--- src/rtl/mfp_input_debounce_pkg.sv ---
// Shared constants and helpers for the board input conditioning stage.
// Input vector layout is {SW[15:0], PB[4:0]}.
package mfp_input_debounce_pkg;

    localparam int unsigned MFP_N_SW            = 16;
    localparam int unsigned MFP_N_PB            = 5;
    localparam int unsigned MFP_INPUT_W         = MFP_N_SW + MFP_N_PB;
    localparam int unsigned MFP_DEBOUNCE_CYCLES = 250000;

    typedef enum logic [1:0] {
        DbHold,
        DbCount,
        DbAccept
    } db_action_e;

    // Decide what one bit's qualifier does this cycle.
    function automatic db_action_e db_action(input logic sync_lvl,
                                             input logic db_lvl,
                                             input logic cnt_full);
        if (sync_lvl == db_lvl) begin
            return DbHold;
        end else if (cnt_full) begin
            return DbAccept;
        end else begin
            return DbCount;
        end
    endfunction

endpackage

--- src/rtl/mfp_debounce_bit.sv ---
// One input bit: 2-flop synchroniser, qualification counter, debounced level
// and registered 1-cycle rise/fall pulses that trail the level change by one cycle.
module mfp_debounce_bit
    import mfp_input_debounce_pkg::*;
#(
    parameter int unsigned DEBOUNCE_CYCLES = MFP_DEBOUNCE_CYCLES,
    parameter int unsigned CNT_W           = $clog2(DEBOUNCE_CYCLES)
) (
    input  logic SI_ClkIn,
    input  logic SI_Reset_N,
    input  logic raw_in,
    output logic db_out,
    output logic rise_pulse,
    output logic fall_pulse
);

    localparam logic [CNT_W-1:0] CntMax = CNT_W'(DEBOUNCE_CYCLES - 1);

    logic             s1_q, s1_d;
    logic             s2_q, s2_d;
    logic [CNT_W-1:0] cnt_q, cnt_d;
    logic             db_q, db_d;
    logic             db_dly_q, db_dly_d;
    logic             rise_q, rise_d;
    logic             fall_q, fall_d;
    db_action_e       action;

    always_comb begin
        s1_d     = raw_in;
        s2_d     = s1_q;
        cnt_d    = '0;
        db_d     = db_q;
        action   = db_action(s2_q, db_q, cnt_q == CntMax);

        case (action)
            DbCount:  cnt_d = cnt_q + CNT_W'(1);
            DbAccept: db_d  = ~db_q;
            default:  cnt_d = '0;
        endcase

        // Edge detect on the registered level so pulses land the cycle after db_out moves.
        db_dly_d = db_q;
        rise_d   = db_q & ~db_dly_q;
        fall_d   = ~db_q & db_dly_q;
    end

    always_ff @(posedge SI_ClkIn or negedge SI_Reset_N) begin
        if (!SI_Reset_N) begin
            s1_q     <= 1'b0;
            s2_q     <= 1'b0;
            cnt_q    <= '0;
            db_q     <= 1'b0;
            db_dly_q <= 1'b0;
            rise_q   <= 1'b0;
            fall_q   <= 1'b0;
        end else begin
            s1_q     <= s1_d;
            s2_q     <= s2_d;
            cnt_q    <= cnt_d;
            db_q     <= db_d;
            db_dly_q <= db_dly_d;
            rise_q   <= rise_d;
            fall_q   <= fall_d;
        end
    end

    assign db_out     = db_q;
    assign rise_pulse = rise_q;
    assign fall_pulse = fall_q;

endmodule

--- src/rtl/mfp_input_debounce.sv ---
// Debounces the raw switch/pushbutton pins into the system clock domain.
// Every bit is an independent mfp_debounce_bit instance.
module mfp_input_debounce
    import mfp_input_debounce_pkg::*;
#(
    parameter int unsigned WIDTH           = MFP_INPUT_W,
    parameter int unsigned DEBOUNCE_CYCLES = MFP_DEBOUNCE_CYCLES,
    parameter int unsigned CNT_W           = $clog2(DEBOUNCE_CYCLES)
) (
    input  logic             SI_ClkIn,
    input  logic             SI_Reset_N,
    input  logic [WIDTH-1:0] raw_in,
    output logic [WIDTH-1:0] db_out,
    output logic [WIDTH-1:0] rise_pulse,
    output logic [WIDTH-1:0] fall_pulse
);

    for (genvar i = 0; i < WIDTH; i++) begin : g_bit
        mfp_debounce_bit #(
            .DEBOUNCE_CYCLES (DEBOUNCE_CYCLES),
            .CNT_W           (CNT_W)
        ) u_bit (
            .SI_ClkIn   (SI_ClkIn),
            .SI_Reset_N (SI_Reset_N),
            .raw_in     (raw_in[i]),
            .db_out     (db_out[i]),
            .rise_pulse (rise_pulse[i]),
            .fall_pulse (fall_pulse[i])
        );
    end

endmodule

--- config.mk ---
export PLATFORM = sky130hd
export DESIGN_NAME = mfp_input_debounce
export DESIGN_NICKNAME = d
export VERILOG_FILES = /design/src/rtl/mfp_input_debounce_pkg.sv /design/src/rtl/mfp_debounce_bit.sv /design/src/rtl/mfp_input_debounce.sv
export SDC_FILE = /design/constraint.sdc
export NUM_CORES = 1
export LEC_CHECK = 0
export ABC_AREA = 1
export CAP_MARGIN = 20
export CORE_MARGIN = 5
export CORE_UTILIZATION = 45
export DETAILED_ROUTE_END_ITERATION = 6
export PLACE_DENSITY = 0.63
export SLEW_MARGIN = 20
export SYNTH_ARGS = -nofsm -noshare
export SYNTH_HDL_FRONTEND = slang
export SYNTH_SLANG_ARGS = --single-unit
--- constraint.sdc ---
create_clock -name SI_ClkIn -period 3.9 [get_ports SI_ClkIn]
set_clock_uncertainty 0.2 [all_clocks]
set_input_delay 0.39 -clock SI_ClkIn [delete_from_list [all_inputs] [get_ports SI_ClkIn]]
set_output_delay 0.39 -clock SI_ClkIn [all_outputs]
set_load 0.01 [all_outputs]
==> results_dict.tcl, run 1 <==
set metrics [dict create \
    layout.nets 3325 \
    synth_edf_count 0 \
    via_count_of_the_first_global_routing_pass 19420 \
    synth-seq-cells 504 \
    gp_congestion 0.8891 \
    count_of_different_cell_masters_after_synthesis 23 \
    timing.critical_path.buf_inv 1 \
    hold_depth 1 \
    placement_rows 87 \
    place.port_buffers 85 \
    first_iter_violations 985 \
    reg2regPathDepth 6 \
    ctsLongestPathBuffers 3 \
    route.detailed.drc 0 \
    max_cap_viol_count 0 \
    die_width_um 247.8 \
    mappedNetlistNets 3235 \
    ys_async_sr_fraction_pct 100.0 \
    number_of_buffers_added_by_the_clock_tree_synthesis_step 59 \
    gr-total-overflow 0 \
    fin_worst_hold_slack_ns 0.05020 \
    postCtsSetupBuffers 0 \
    vias_per_cell 4.790 \
    yosysTopAreaCell "dfrtp_1" \
    antenna_left 0 \
    vias 19580 \
    firstDrtPassIters 7 \
    fp.dieArea_um2 61420 \
    synthTopCellsByArea "dfrtp_1, nor2_1, nand2_1, xor2_1, inv_1" \
    drive_above_1_share_pct 4.653 \
    critical_path.cell_chain "clkdlybuf4s50_1" \
    timing.critical_path.depth 1 \
    io_pins 86 \
    required_ns 3.31 \
    maxSlewHeadroom_pct 48.35 \
    timing.final.ws_setup_ns 1.595 \
    critPathKind "flip-flop to output pin" \
    power_density_nw_per_um2 389.3 \
    clock_tree_from_tritoncts "yes" \
    post-route-util_pct 51.44 \
    cts.reportedPaths.clkPinSlew_ns 0.06 \
    die-height_um 247.8 \
    cellLeakagePower_nw 12.66 \
    synth-warning-count 0 \
    number_of_antenna_violations_at_the_first_check_in_global_routing 0 \
    groute.usage.overall_pct 15.88 \
    hpwl_mm 32.94 \
    fill_cells 5268 \
    timing.critical_path.slowest_stage_cell "clkdlybuf4s50_1" \
    combined_area_of_the_multi_input_logic_cells_um2 10950 \
    final_setup_violating_endpoints 0 \
    run_status "complete, no violations" \
    placed_cells 3956 \
    fmax_ghz 0.4338 \
    dpl_worst_slack_ns 2.023 \
    placed_cell_area_um2 26690 \
    total_power_mw 11.25 \
    core_region_area_um2 56170 \
    setup-tns-final_ns 0 \
    rsz0062_at_grt "false" \
    drt-total-wl_mm 47.36 \
    antenna_cells_inserted 0 \
    ir_worst_vdd_mv 0.2962 \
    wl_per_cell_um 11.59 \
    grt_first_pass_wirelength_mm 85.47 \
    sink_count 504 \
    start_util_pct 45.32 \
    synth_top_flop_cell "dfrtp_1" \
    syn_area_per_cell_um2 7.977 \
    cpLargestDelayFamily "buffers and inverters" \
    timing.final.hold_violations 0 \
    timing.critical_path.fanout_max 5 \
    grt_max_degree 97 \
    area.sequential_um2 12610 \
    hp-class "primary input to flip-flop" \
    netlist_area_um2 25450 \
    area_delta_synth_final_pct 13.52 \
    h_tree_depth 2 \
    finalNonFillerCells 4087 \
    syn_inst 3191 \
    clockRootBuffer "clkbuf_16" \
    critPathCaptureType "output pin" \
    worst_slew_pin_slew_ns 0.7748 \
    yosysSeqAreaShare_pct 49.55 \
    timing.final.crit_period_ns 2.305 \
    design_area_um2 28900 \
    post_route_fraction_of_the_period_consumed_by_the_critical_path_pct 59.11 \
    worst_ep_arrival_time_ns 1.72 \
    worstSkewPairLatency_ns 0.61 \
    max_stage_delay_ns 0.60 \
    post-synth-top-area-fraction_pct 49.55 \
    setup.worst_path.start_class "flip-flop" \
    maxSlewViolCount 0 \
]
## area by class of cell
class | count | area share [%]
Clock buffer | 85 | 6.036
Clock inverter | 26 | 0.8963
Inverter | 320 | 4.157
Multi-Input combinational cell | 2283 | 37.91
Sequential cell | 504 | 43.65
Tap cell | 756 | 3.274
Timing Repair Buffer | 113 | 4.079
## cell usage in the layout, fill, tap and decap left out, types with 11 or more instances in the layout
cell / netlist / layout
a21oi_1: 15 / 15
and2_1: 29 / 29
clkbuf_16: 0 / 59
clkbuf_8: 0 / 17
clkdlybuf4s50_1: 0 / 84
clkinv_2: 0 / 13
dfrtp_1: 504 / 504
dlygate4sd3_1: 0 / 20
ha_1: 21 / 21
inv_1: 318 / 318
nand2_1: 692 / 692
nand2_2: 21 / 21
nand3_1: 194 / 194
nand3_2: 18 / 18
nand4_1: 107 / 107
nor2_1: 872 / 872
o21ai_0: 11 / 11
o21bai_1: 57 / 57
xnor2_1: 24 / 24
xor2_1: 205 / 205
## synth_stat cells (all sizes together), types with 15 or more instances
cell / instances
nand4: 107
buf: 84
nand2: 714
ha: 21
dfrtp: 504
xor2: 205
a21oi: 15
and2: 29
o21bai: 57
xnor2: 24
nor2: 874
inv: 320
nand3: 212
## timing repair
item	4_1_cts	5_1_grt
endpoints found under the hold margin	107	0
resized for setup	0	0
hold buffers	20	0
## power by group
group	switching, mW	internal (mW)
clock	2.18	3.36
sequential	0.0684	5.31
combinational	0.224	0.110
## kinds of logic after synthesis
family / share of synthesized area (%)
flops: 49.55
xor+xnor: 7.879
buf+inv: 7.417
simple gates: 31.93
compound gates: 2.192
fa+ha+maj: 1.032
## worst paths after layout
| kind | slack, ns | endpoint | startpoint |
|---|---|---|---|
| setup / recovery | 1.59 | db_out[4] | g_bit[4].u_bit.db_out$_DFFE_PN0N_ |
| hold / removal | 0.05 | g_bit[17].u_bit.s1_q$_DFF_PN0_ | raw_in[17] |
| setup reg to reg | 2.03 | g_bit[9].u_bit.cnt_q[15]$_DFF_PN0_ | g_bit[9].u_bit.cnt_q[0]$_DFF_PN0_ |
| hold reg to reg | 0.15 | g_bit[16].u_bit.s2_q$_DFF_PN0_ | g_bit[16].u_bit.s1_q$_DFF_PN0_ |
| max in group asynchronous | 2.26 | g_bit[5].u_bit.cnt_q[3]$_DFF_PN0_ | SI_Reset_N |
| min in group asynchronous | 0.24 | g_bit[2].u_bit.cnt_q[16]$_DFF_PN0_ | SI_Reset_N |
## flip-flops by register name (all words and copies together), names as in the netlist
register / cells
g_bit.u_bit.rise_pulse: 21
g_bit.u_bit.s1_q: 21
g_bit.u_bit.fall_pulse: 21
g_bit.u_bit.s2_q: 21
g_bit.u_bit.db_out: 21
g_bit.u_bit.cnt_q: 378
g_bit.u_bit.db_dly_q: 21
## routing by layer
layer  track usage (%)  share of wire, %  vias up
li1                  -                 -    10050
met1             20.65                47     9181
met2             27.15                47      260
met3             2.520               3.8       92
met4             5.483               2.5        0
met5                 0                 0        -
(Power assumes the default switching activity.)
==> run 2, diff against run 1 <==
- PLACE_DENSITY: 0.63 -> 0.65
- clock period: 3.9 -> 2.11 ns (I/O delays scaled with it)
==> run 2 against run 1 <==
Effect of this change:
- die area unchanged
- critical path depth stayed put
- non-clock buffer count grew 11
- wire length up 0.29%
- critical path type unchanged
- critical endpoint is now db_out[17]
- largest cell class unchanged
==> results_dict.tcl, run 2 (synthesis results as in run 1) <==
set metrics [dict create \
    power_density_nw_per_um2 731.8 \
    sink_count 504 \
    maxSlewHeadroom_pct 75.24 \
    setup.worst_path.start_class "flip-flop" \
    r2r-end "g_bit[8].u_bit.cnt_q[10]$_DFF_PN0_" \
    route.detailed.drc 0 \
    drive_above_1_share_pct 5.183 \
    area.sequential_um2 12620 \
    die-height_um 247.8 \
    postCtsSetupBuffers 0 \
    critical_path.cell_chain "clkdlybuf4s50_1" \
    grt_max_degree 59 \
    timing.final.hold_violations 0 \
    antenna_left 0 \
    hold_end "g_bit[13].u_bit.s2_q$_DFF_PN0_" \
    fmax_ghz 0.4940 \
    post_route_fraction_of_the_period_consumed_by_the_critical_path_pct 95.94 \
    timing.critical_path.slowest_stage_cell "clkdlybuf4s50_1" \
    worstSkewPairLatency_ns 0.61 \
    cellLeakagePower_nw 12.74 \
    placed_cell_area_um2 26790 \
    setup-tns-final_ns 0 \
    ctsLongestPathBuffers 3 \
    worst_slew_pin_slew_ns 0.3701 \
    max_ffs_per_register 378 \
    critPathKind "flip-flop to output pin" \
    via_count_of_the_first_global_routing_pass 18720 \
    place.port_buffers 85 \
    number_of_antenna_violations_at_the_first_check_in_global_routing 0 \
    timing.critical_path.fanout_max 5 \
    min_from "g_bit[13].u_bit.s1_q$_DFF_PN0_" \
    die_width_um 247.8 \
    combined_area_of_the_multi_input_logic_cells_um2 10950 \
    total_power_mw 21.31 \
    required_ns 1.70 \
    io_pins 86 \
    ir_worst_vdd_mv 0.6104 \
    design_area_um2 29130 \
    run_status "complete, no violations" \
    core_region_area_um2 56170 \
    vias 19200 \
    grt_first_pass_wirelength_mm 85.36 \
    registers.top_by_ff_count "g_bit.u_bit.cnt_q" \
    layout.nets 3334 \
    number_of_buffers_added_by_the_clock_tree_synthesis_step 57 \
    post-route-util_pct 51.86 \
    timing.critical_path.buf_inv 1 \
    maxSlewViolCount 0 \
    timing.final.crit_period_ns 2.024 \
    clock_tree_from_tritoncts "yes" \
    hpwl_mm 33.01 \
    layout.cells.most_common "nor2_1" \
    placement_rows 87 \
    antenna_cells_inserted 0 \
    hold_depth 0 \
    gr-total-overflow 0 \
    gp_congestion 0.8593 \
    fp.dieArea_um2 61420 \
    critPathCaptureType "output pin" \
    fill_cells 5336 \
    reg2regPathDepth 6 \
    h_tree_depth 2 \
    clockRootBuffer "clkbuf_16" \
    timing.reg2reg.setup_slack_ns 0.22 \
    max_cap_viol_count 0 \
    drt-total-wl_mm 47.49 \
    hp-class "flip-flop to flip-flop" \
    max_stage_delay_ns 0.57 \
    first_iter_violations 874 \
    vias_per_cell 4.690 \
    area_delta_synth_final_pct 14.43 \
    firstDrtPassIters 5 \
    cpLargestDelayFamily "buffers and inverters" \
    cts.reportedPaths.clkPinSlew_ns 0.06 \
    rsz0062_at_grt "false" \
    wl_per_cell_um 11.60 \
    final_cell_mix "nor2_1, nand2_1, dfrtp_1" \
    regToRegStartpoint "g_bit[8].u_bit.cnt_q[0]$_DFF_PN0_" \
    worst_ep_arrival_time_ns 1.61 \
    final_setup_violating_endpoints 0 \
    start_util_pct 45.32 \
    groute.usage.overall_pct 15.94 \
]
## run 2: worst register-to-register path, delay by kind of cell (launching register included)
kind	cells	cell delay, ns
and+or+nand+nor	5	0.92
DFF	1	0.42
adders and majority gates	1	0.23
## run 2: how the worst max path moves through the flow
stage	startpoint	endpoint	slack, ns	cells after the start
3_5_place_dp	g_bit[8].u_bit.cnt_q[0]$_DFF_PN0_	g_bit[8].u_bit.cnt_q[15]$_DFF_PN0_	0.27	6
4_1_cts	g_bit[14].u_bit.db_out$_DFFE_PN0N_	db_out[14]	0.004	1
3_3_place_gp	g_bit[8].u_bit.cnt_q[0]$_DFF_PN0_	g_bit[8].u_bit.cnt_q[15]$_DFF_PN0_	0.28	6
5_1_grt	g_bit[17].u_bit.db_out$_DFFE_PN0N_	db_out[17]	0.006	1
2_1_floorplan	g_bit[12].u_bit.cnt_q[0]$_DFF_PN0_	g_bit[12].u_bit.cnt_q[2]$_DFF_PN0_	0.51	7
6_report	g_bit[17].u_bit.db_out$_DFFE_PN0N_	db_out[17]	0.09	1
## run 2: cell type report
type                            instances  area share [%]
Timing Repair Buffer                  124           4.515
Multi-Input combinational cell       2283           37.61
Clock buffer                           75           5.619
Inverter                              320           4.124
Sequential cell                       504           43.34
Clock inverter                         32           1.546
Tap cell                              756           3.247
## run 2: stage by stage
step	hold slack, ns	instances	worst slack, ns
after floorplan	-0.2846	3191	0.5050
after global placement	-0.01435	3964	0.2752
after detailed placement	-0.01517	3964	0.2678
after CTS	0.1479	4094	0.003898
after global routing	0.1523	4094	0.006455
final	0.1460	4094	0.08572
## run 2: power by group
part | total, mW | switching (mW) | internal, mW
clock network | 10.7 | 4.05 | 6.69
logic | 0.652 | 0.426 | 0.226
registers | 9.93 | 0.124 | 9.81
total | 21.3 | 4.60 | 16.7
## run 2: what timing repair did
action / in CTS / in global routing
hold buffers: 23 / 0
pin swaps: 0 / 0
resized for setup: 6 / 5
endpoints found under the setup margin: 6 / 5
hold endpoints to repair: 525 / 0
## run 2: routing by layer
layer  vias to the layer above  track usage, %  wire, um
met5                         -               0         0
li1                      10070               -         -
met3                        70           2.778      1496
met4                         0           4.063      1003
met2                       154           26.34     21610
met1                      8907           21.97     23380
==> run 3, diff against run 2 <==
--- a/constraint.sdc
+++ b/constraint.sdc
@@ -3,3 +3,3 @@
 set_input_delay 0.211 -clock SI_ClkIn [delete_from_list [all_inputs] [get_ports SI_ClkIn]]
 set_output_delay 0.211 -clock SI_ClkIn [all_outputs]
-set_load 0.01 [all_outputs]
+set_load 0.02 [all_outputs]
==> run 3 against run 2 <==
Effect of this change:
- cell count is essentially flat
- register-to-register slack gained 0.06 ns
- global-route usage grew 0.058 points
==> results_dict.tcl, run 3 (synthesis results as in run 1) <==
set metrics [dict create \
    gp_congestion 0.8628 \
    layout.cells.most_common "nor2_1" \
    io_pins 86 \
    post_route_fraction_of_the_period_consumed_by_the_critical_path_pct 95.24 \
    grt.met1_usage_pct 22.05 \
    max_cap_viol_count 0 \
    number_of_buffers_added_by_the_clock_tree_synthesis_step 57 \
    critPathCaptureType "output pin" \
    cellLeakagePower_nw 12.81 \
    core_region_area_um2 56170 \
    ir_worst_vdd_mv 0.7083 \
    globalRouteMet3Util_pct 2.983 \
    worstSkewPairLatency_ns 0.60 \
    critical_path.cell_chain "clkdlybuf4s50_1" \
    hpwl_mm 33.33 \
    first_iter_violations 910 \
    die_width_um 247.8 \
    route.detailed.drc 0 \
    via_count_of_the_first_global_routing_pass 18750 \
    die-height_um 247.8 \
    run_status "complete, no violations" \
    total_power_mw 20.80 \
    firstDrtPassIters 5 \
    setup-tns-final_ns 0 \
    timing.final.crit_period_ns 2.009 \
    sink_count 504 \
    placement_rows 87 \
    max_ffs_per_register 378 \
    placed_cell_area_um2 26810 \
    final_cell_mix "nor2_1, nand2_1, dfrtp_1" \
    critPathKind "flip-flop to output pin" \
    layout.nets 3337 \
    worst_slew_pin_slew_ns 0.3796 \
    timing.reg2reg.setup_slack_ns 0.28 \
    required_ns 1.70 \
    timing.final.hold_violations 0 \
    drive_above_1_share_pct 4.795 \
    timing.critical_path.buf_inv 1 \
    area_delta_synth_final_pct 13.90 \
    final_setup_violating_endpoints 0 \
    vias 19250 \
    number_of_antenna_violations_at_the_first_check_in_global_routing 1 \
    clockRootBuffer "clkbuf_16" \
    groute.usage.overall_pct 16.00 \
    antenna_left 0 \
    fp.dieArea_um2 61420 \
    reg2regPathDepth 6 \
    registers.top_by_ff_count "g_bit.u_bit.cnt_q" \
    groute.layer.met2.usage_pct 26.47 \
    vias_per_cell 4.703 \
    timing.critical_path.depth 1 \
    start_util_pct 45.32 \
    grt_max_degree 75 \
    gr-max-usage-layer "met2" \
    postCtsSetupBuffers 0 \
    maxSlewHeadroom_pct 74.69 \
    gr-total-overflow 0 \
    drt-total-wl_mm 47.82 \
    setup.worst_path.start_class "flip-flop" \
    worst_ep_arrival_time_ns 1.60 \
    clock_tree_from_tritoncts "yes" \
    fill_cells 5402 \
    wl_per_cell_um 11.68 \
    hp-class "primary input to asynchronous set/reset pin" \
    grt_first_pass_wirelength_mm 84.96 \
    antenna_cells_inserted 0 \
    power_density_nw_per_um2 717.5 \
    maxSlewViolCount 0 \
    timing.critical_path.fanout_max 1 \
    max_stage_delay_ns 0.62 \
    design_area_um2 28990 \
    place.port_buffers 85 \
    fin_worst_hold_slack_ns 0.1145 \
    cpLargestDelayFamily "buffers and inverters" \
    rsz0062_at_grt "false" \
    h_tree_depth 2 \
    ctsLongestPathBuffers 3 \
    cts.reportedPaths.clkPinSlew_ns 0.06 \
    fmax_ghz 0.4976 \
    timing.critical_path.slowest_stage_cell "clkdlybuf4s50_1" \
]
-- run 3: where the power goes --
group	switching, mW	internal [mW]
clock	3.99	6.23
combinational	0.427	0.229
sequential	0.125	9.81
-- run 3: layout make-up --
cell class | count | area (um^2) | share of cell area [%]
sequential | 504 | 12610 | 43.50
tap | 756 | 945.9 | 3.263
clock buffer | 76 | 1619 | 5.584
multi-input combinational | 2283 | 10950 | 37.78
timing repair buffer | 127 | 1311 | 4.523
inverter | 320 | 1201 | 4.143
clock inverter | 27 | 349.1 | 1.204
-- run 3: path summary, 6_finish.rpt --
| check | from | end |
|---|---|---|
| setup / recovery | g_bit[4].u_bit.rise_pulse$_DFF_PN0_ | rise_pulse[4] |
| hold / removal | SI_Reset_N | g_bit[16].u_bit.cnt_q[14]$_DFF_PN0_ |
| setup reg to reg | g_bit[14].u_bit.cnt_q[0]$_DFF_PN0_ | g_bit[14].u_bit.cnt_q[17]$_DFF_PN0_ |
| hold reg to reg | g_bit[1].u_bit.s1_q$_DFF_PN0_ | g_bit[1].u_bit.s2_q$_DFF_PN0_ |
| max in group asynchronous | SI_Reset_N | g_bit[7].u_bit.fall_pulse$_DFF_PN0_ |
| min in group SI_ClkIn | g_bit[1].u_bit.s1_q$_DFF_PN0_ | g_bit[1].u_bit.s2_q$_DFF_PN0_ |
-- run 3: metrics by stage --
step	utilization, %	setup slack [ns]	cells
detailed placement	47.73	0.2725	3967
CTS	51.62	0.01884	4093
global placement	47.73	0.2748	3967
floorplan	-	0.5050	3191
finish	51.62	0.1005	4093
global route	51.62	0.02865	4093
-- run 3: layer usage --
layer,routed length (um),vias up
met5,0,-
met4,895,0
met3,1764,76
met2,21830,197
met1,23330,8911
li1,-,10070
-- run 3: timing repair --
item	in CTS	in global routing
gates resized for setup	22	0
hold buffers	23	0
setup endpoints to repair	22	0
endpoints found under the hold margin	525	0
